--- src/rtl/osd_spi_tx.sv ---
// SPI mode-0 master for the OSD link: sends one command byte and, for line
// writes, streams 256 bitmap bytes prefetched from a synchronous RAM.
module osd_spi_tx #(
    parameter int CLK_DIV = 4,
    parameter int SS_GAP  = 2
) (
    input  logic       clk_sys,
    input  logic       reset_n,
    input  logic       cmd_valid,
    output logic       cmd_ready,
    input  logic [1:0] cmd_type,
    input  logic [3:0] cmd_line,
    output logic       rd_en,
    output logic [7:0] rd_addr,
    input  logic [7:0] rd_data,
    output logic       busy,
    output logic       SPI_SCK,
    output logic       SPI_SS3,
    output logic       SPI_DI
);

    localparam logic [7:0] DIV_LAST = 8'(CLK_DIV - 1);
    localparam logic [3:0] GAP_LAST = 4'(SS_GAP - 1);

    typedef enum logic [1:0] {IDLE, SETUP, SHIFT, END} state_t;

    state_t     r_state;
    logic [7:0] r_div;
    logic       r_phase;
    logic [2:0] r_bitCnt;
    logic [8:0] r_byteCnt;
    logic       r_isWrite;
    logic [7:0] r_shift;
    logic [7:0] r_prefetch;
    logic       r_rdPend;
    logic [3:0] r_gapCnt;

    logic       w_tick;
    logic       w_start;
    logic [7:0] w_cmdByte;
    logic [8:0] w_lastByte;

    assign w_tick     = (r_div == DIV_LAST);
    assign w_start    = cmd_valid && (r_state == IDLE) && (cmd_type != 2'd3);
    assign w_lastByte = r_isWrite ? 9'd256 : 9'd0;
    assign cmd_ready  = (r_state == IDLE) && reset_n;
    assign SPI_DI     = r_shift[7];

    always_comb begin
        w_cmdByte = {4'b0010, cmd_line};
        case (cmd_type)
            2'd0:    w_cmdByte = 8'h40;
            2'd1:    w_cmdByte = 8'h41;
            default: w_cmdByte = {4'b0010, cmd_line};
        endcase
    end

    // The shifter MSB drives DI directly, so DI only moves on the edges where
    // SCK falls (or at the start of SETUP) and is stable across each rise.
    always_ff @(posedge clk_sys) begin
        if (!reset_n) begin
            r_state    <= IDLE;
            r_div      <= 8'd0;
            r_phase    <= 1'b0;
            r_bitCnt   <= 3'd0;
            r_byteCnt  <= 9'd0;
            r_isWrite  <= 1'b0;
            r_shift    <= 8'd0;
            r_prefetch <= 8'd0;
            r_rdPend   <= 1'b0;
            r_gapCnt   <= 4'd0;
            rd_en      <= 1'b0;
            rd_addr    <= 8'd0;
            busy       <= 1'b0;
            SPI_SCK    <= 1'b0;
            SPI_SS3    <= 1'b1;
        end else begin
            rd_en    <= 1'b0;
            r_rdPend <= rd_en;
            if (r_rdPend) begin
                r_prefetch <= rd_data;
            end
            r_div <= w_tick ? 8'd0 : r_div + 8'd1;

            case (r_state)
                IDLE: begin
                    if (w_start) begin
                        r_state   <= SETUP;
                        r_div     <= 8'd0;
                        r_phase   <= 1'b0;
                        r_bitCnt  <= 3'd7;
                        r_byteCnt <= 9'd0;
                        r_isWrite <= (cmd_type == 2'd2);
                        r_shift   <= w_cmdByte;
                        busy      <= 1'b1;
                        SPI_SS3   <= 1'b0;
                        if (cmd_type == 2'd2) begin
                            rd_en   <= 1'b1;
                            rd_addr <= 8'd0;
                        end
                    end
                end

                SETUP: begin
                    if (w_tick) begin
                        r_state <= SHIFT;
                    end
                end

                SHIFT: begin
                    if (w_tick) begin
                        if (!r_phase) begin
                            SPI_SCK <= 1'b1;
                            r_phase <= 1'b1;
                        end else begin
                            SPI_SCK <= 1'b0;
                            r_phase <= 1'b0;
                            if (r_bitCnt != 3'd0) begin
                                r_shift  <= {r_shift[6:0], 1'b0};
                                r_bitCnt <= r_bitCnt - 3'd1;
                            end else if (r_byteCnt == w_lastByte) begin
                                r_state  <= END;
                                r_shift  <= 8'd0;
                                r_gapCnt <= GAP_LAST;
                                SPI_SS3  <= 1'b1;
                            end else begin
                                // Byte boundary: load the prefetched byte and
                                // request the one after it, stopping at 255.
                                r_shift   <= r_prefetch;
                                r_bitCnt  <= 3'd7;
                                r_byteCnt <= r_byteCnt + 9'd1;
                                if (r_byteCnt < 9'd255) begin
                                    rd_en   <= 1'b1;
                                    rd_addr <= r_byteCnt[7:0] + 8'd1;
                                end
                            end
                        end
                    end
                end

                END: begin
                    if (w_tick) begin
                        if (r_gapCnt == 4'd0) begin
                            r_state <= IDLE;
                            busy    <= 1'b0;
                        end else begin
                            r_gapCnt <= r_gapCnt - 4'd1;
                        end
                    end
                end

                default: r_state <= IDLE;
            endcase
        end
    end

endmodule
--- config.mk ---
export PLATFORM = sky130hd
export DESIGN_NAME = osd_spi_tx
export DESIGN_NICKNAME = d
export VERILOG_FILES = /design/src/rtl/osd_spi_tx.sv
export SDC_FILE = /design/constraint.sdc
export NUM_CORES = 1
export LEC_CHECK = 0
export ABC_AREA = 1
export BUFFER_PORTS_ARGS = -buffer_cell sky130_fd_sc_hd__buf_4
export CORE_UTILIZATION = 50
export DETAILED_ROUTE_END_ITERATION = 8
export PLACE_DENSITY = 0.72
export SLEW_MARGIN = 20
export SYNTH_ARGS = -nofsm -noshare
export SYNTH_HDL_FRONTEND = slang
export SYNTH_SLANG_ARGS = --single-unit
--- constraint.sdc ---
create_clock -name clk_sys -period 1.8 [get_ports clk_sys]
set_clock_uncertainty 0.05 [all_clocks]
set_input_delay 0.18 -clock clk_sys [delete_from_list [all_inputs] [get_ports clk_sys]]
set_output_delay 0.18 -clock clk_sys [all_outputs]
set_load 0.02 [all_outputs]
Word-level counts from Yosys, hierarchy flattened --
Index checks and enable logic that the tools add are counted.
Word-level totals: flip-flop bits (word level) 57, word-level logic and storage cells 131, output and inout port bits 14
Cells by class: magnitude comparators 1, eq/ne operators 21, muxes and demuxes 68, reductions and logical operators 21, add/subtract/negate cells 5
Operators by type and width (count):
- 8-bit 2-to-1 mux | 15
- 9-bit 2-to-1 mux | 6
- 8-bit one-hot mux with 2 select lines | 2
- 4-bit 2-to-1 mux | 6
- 2-bit != test (second input constant) | 12
- 9-bit one-hot mux with 2 select lines | 1
- 1-bit 2-to-1 mux | 17
- 8-bit by 1-bit adder with 8-bit output (second input constant) | 2
- 2-bit 2-to-1 mux | 8
- 8-bit AND reduction | 2
- 3-bit 2-to-1 mux | 5
- 7-bit one-hot mux with 2 select lines | 1
- 6-bit AND reduction | 2
- 9-bit by 1-bit adder with 9-bit output (second input constant) | 1
- 9-bit == test | 1
- 9-bit by 8-bit < comparator with 1-bit output (second input constant) | 1
- 8-bit by 2-bit == test with 1-bit output (second input constant) | 1
- 1-bit one-hot mux with 2 select lines | 4
- 2-bit one-hot mux with 4 select lines | 1
- 4-bit one-hot mux with 2 select lines | 1
- 4-bit AND reduction | 2
- 7-bit AND reduction | 1
- 2-bit == test (second input constant) | 3
- 3-bit one-hot mux with 2 select lines | 1
- 13 further kinds | 20

Logic depth before layout (Yosys ltp) --
depth in word-level cells 7, mapped depth 12

Worst setup path after synthesis --
No wires, ideal clock.
kind reg2reg, from reg r_state[0], to reg r_shift[5], required time 1633 ps, arrival 1553 ps, clock period less this slack 1721 ps, buffers on the path 1, path slack 79 ps, library setup time 117 ps, stages on the path, launching flop included 10, cells stage by stage dfxtp_1 inv_1 ha_1 inv_2 or2_1 nand3_4 buf_6 nor2_2 and3_1 nor2_1
Between the ends: cells in the longest elaborated chain, start to end 5, elaborated cells on any way between the ends 10
RTL lines:
- start, declared | RTL line 27 | state_t r_state;
- start signal, assigned | RTL line 62 | r_state <= IDLE;
- start signal, assigned | RTL line 88 | r_state <= SETUP;
- start signal, assigned | RTL line 106 | r_state <= SHIFT;
- 2-bit logical NOT | RTL line 44, 85
- 1-bit logical AND (2 in series) | RTL line 44 | assign w_start = cmd_valid && (r_state == IDLE) && (cmd_type != 2'd3);
- 2-bit != test (no source line)
- 4-bit AND reduction (no source line)
- end signal, assigned | RTL line 94 | r_shift <= w_cmdByte;
- end signal, assigned | RTL line 119 | r_shift <= {r_shift[6:0], 1'b0};
- end signal, assigned | RTL line 129 | r_shift <= r_prefetch;
- end, declared | RTL line 33 | logic [7:0] r_shift;
Several ways; a longest one is shown, not always the timed one. A chain may end at the register's enable or synchronous reset.

Worst setup path in the final report --
from reg r_div[0], to reg rd_addr[2]
Between the ends: cells in the longest elaborated chain, start to end 3
RTL lines:
- start, declared | RTL line 28 | logic [7:0] r_div;
- start signal, assigned | RTL line 83 | r_div <= w_tick ? 8'd0 : r_div + 8'd1;
- 8-bit by 2-bit == test with 1-bit output | RTL line 43 | assign w_tick = (r_div == DIV_LAST);
- 2-bit != test (no source line)
- 8-bit AND reduction (no source line)
- end signal, assigned | RTL line 134 | rd_addr <= r_byteCnt[7:0] + 8'd1;
- end, declared | RTL line 14 | output logic [7:0] rd_addr,
Every way passes these cells.

==> impl_metrics.ini <==
[outcome]
status = complete, no violations

[worst_setup_path]
setup.worst_path.start = r_div[0]$_SDFF_PN0_
worst_setup_path_end_kind = flop
reg2reg_from = r_div[0]$_SDFF_PN0_
path_max_fanout = 8
cp_data_required_time_ns = 1.99
cp.arrival_ns = 1.92
path_class = flop to flop
r2r.worst_path.cells = 11
cp-start-kind = flop

[power]
power_switching_w = 0.003007
p_total_w = 0.006721
seq_power_share_pct = 26.9
p_per_area_mw_per_mm2 = 1746
p_sw_share_pct = 44.74
clockPowerShare_pct = 15.9
power.leakage_nw = 1.685
vdd_drop_max_mv = 0.7171
power_frac_comb_pct = 57.2
internal_power_w = 0.003714

[synth]
avgSynthCellArea_sq_um = 6.723
synth_top_family_by_area = simple AND/OR/NAND/NOR gates
synthMuxAreaShare_pct = 0
ys.flop_type = dfxtp_1
synth-edff-count = 0
yosysMostFrequentCell = nand2_1
synth_cell_types = 36
ys_top_cells_by_count = nand2_1 (103), nor2_1 (78), dfxtp_1 (57)
synth_top_cell_area_share_pct = 37.30
synthAdderAreaFrac_pct = 4.499
syn_nets = 483
synthTopCellsByArea = dfxtp_1 (37%), nand2_1 (13%), nor2_1 (9.6%)
yosys.area_share.simple_pct = 36.32
syn_inst = 455
synth-xor-area-share_pct = 1.145
synth-seq-cells = 57
ys_warn_count = 0
synth_compound_area_share_pct = 12.56
async_reset_ff_share_pct = 0
synth_area_sq_mm = 0.003059
yosysTopAreaCell = dfxtp_1
ys_seq_area_share_pct = 37.30

[route]
dr_wl_met2_mm = 3.535
met1_length_mm = 3.431
ant_nets = 0
wirelength_mm = 7.462
vias = 3036
drc = 0
dr.max_layer_used = met4
drt_pass1_iterations = 4
wl_met3_um = 359
first_iter_violations = 152
drt-wirelength-per-cell_um = 12.60
via_per_inst = 5.128

[grt]
grt_pass1_wl_mm = 11.74
gr-total-overflow = 0
antenna_found_initial = 0
grt_max_degree = 23
grt_usage_pct = 23.76
grt_pass1_vias = 2664

[final_layout]
drive_gt1_share_pct = 21.66
regArea_sq_mm = 0.001146
area_growth_pct = 25.81
antenna_cells = 0
multi_input_area_sq_mm = 0.001780
fin_nets = 540
nFillCells = 535

[floorplan]
die_h_um = 80.22
die-area_sq_mm = 0.006435
start_util_pct = 51.67
ios = 31
rows = 28
core_area_sq_mm = 0.005921
die_w_um = 80.22

[min_path]
min_path_cells = 3
hold_path_class = input pin to flop
worstHoldStart = rd_data[3]

[placed_design]
place_ws_ns = -0.03103
place_congestion = 0.9050
dpl.hpwl_mm = 5.364
portBuffers = 30

[timing]
rsz0062_at_grt = yes
fmax_mhz = 580.5
period_share_pct = 95.70
post-route-min-period_ns = 1.723
finalMaxSlewViolations = 0
whs_ns = 0.004562
hold_viol_final = 0
worst_slew_pin_slew_ns = 0.5063
final.setup.worst_slack_ns = 0.07744
setup-tns-final_ns = 0
setup_viol = 0
max_slew_margin_pct = 66.21

[cts]
clockRootBuffer = clkbuf_8
clk_latency_ns = 0.35
clkTransAtPathRegs_ns = 0.07
cts_tree = yes
cts.path.max_buffers = 2
htreeDepth = 3
numClockSinks = 57
cts_hold_buf = 0
cts_buffers = 9

[run]
maxCapViolCount = 0
[power by group through the flow]
| stage | Clock [W] | Sequential [W] | Combinational [W] |
|---|---|---|---|
| after floorplan | 0 | 0.00186 | 0.00221 |
| after global placement | 0 | 0.00179 | 0.00322 |
| after detailed placement | 0 | 0.00180 | 0.00329 |
| after CTS | 0.00108 | 0.00177 | 0.00334 |
| after global routing | 0.00113 | 0.00185 | 0.00427 |
| final | 0.00107 | 0.00181 | 0.00384 |
[metrics by stage]
step                utilization [%]  cell area (sq um)  cells
detailed placement            58.75               3478    568
finish                        65.00               3849    592
global placement              58.75               3478    568
CTS                           61.86               3662    584
floorplan                         -               3059    455
global route                  65.00               3849    592
[registers in the layout, indices dropped and copies added, names as in the netlist]
signal and cells:
SPI_SS3 1, r_phase 1, r_state 2, rd_en 1, r_prefetch 8, r_rdPend 1
r_div 8, r_isWrite 1, r_byteCnt 9, rd_addr 8, SPI_SCK 1, r_gapCnt 4
r_shift 8, busy 1, r_bitCnt 3
[cell usage in the layout, fill, tap and decap left out, drive strengths merged, types with 7 or more instances in the layout]
cell type,Yosys,layout
ha,11,11
clkbuf,7,13
inv,50,49
nand4,10,10
buf,5,58
nand3,39,39
o21ai,33,33
nand2,105,105
a21oi,30,30
nor2,85,85
nor3,7,7
dfxtp,57,57
[final cells by class]
type	instances	share of cell area, %
clock inverters	3	0.3901
inverters	50	5.039
clock buffers	13	4.129
repair buffers	58	11.96
well taps	75	2.438
flip-flops and latches	57	29.78
multi-input cells	336	46.26
[worst max-delay path: stages (launching register included)]
cell and delay, ns:
dfxtp_2 0.35, ha_4 0.15, nand2_1 0.05, nor2_1 0.12
nand2_1 0.10, nand2_2 0.11, nand3_4 0.12, buf_12 0.16
nor2_4 0.18, nand3_1 0.10, nand2_1 0.08, nor2_1 0.04
[worst paths after layout]
path | endpoint | slack, ns
worst max register to register | rd_addr[2]$_SDFFE_PN0P_ | 0.08
worst max-delay path | rd_addr[2]$_SDFFE_PN0P_ | 0.08
worst min-delay path | r_prefetch[3]$_SDFFE_PN0P_ | 0.005
worst min register to register | r_rdPend$_SDFF_PN0_ | 0.40
[per-layer routing]
metal,vias to the layer above,track usage (%)
met1,1367,29.26
met4,0,8.571
met3,16,6.591
met5,-,0
met2,70,39.40
li1,1583,-
[logic make-up after synthesis]
logic type,count (synthesis)
DFF,57
xor gates and xnor gates,4
AOI/OAI and AO/OA,69
buffers and inverters,62
adders and majority gates,11
and+or+nand+nor,252
[timing repair]
item	4_1_cts	5_1_grt
resized for setup	2	31
buffers inserted	0	8
endpoints found under the setup margin	11	33
pin swaps	0	6
(Power assumes the default switching activity.)
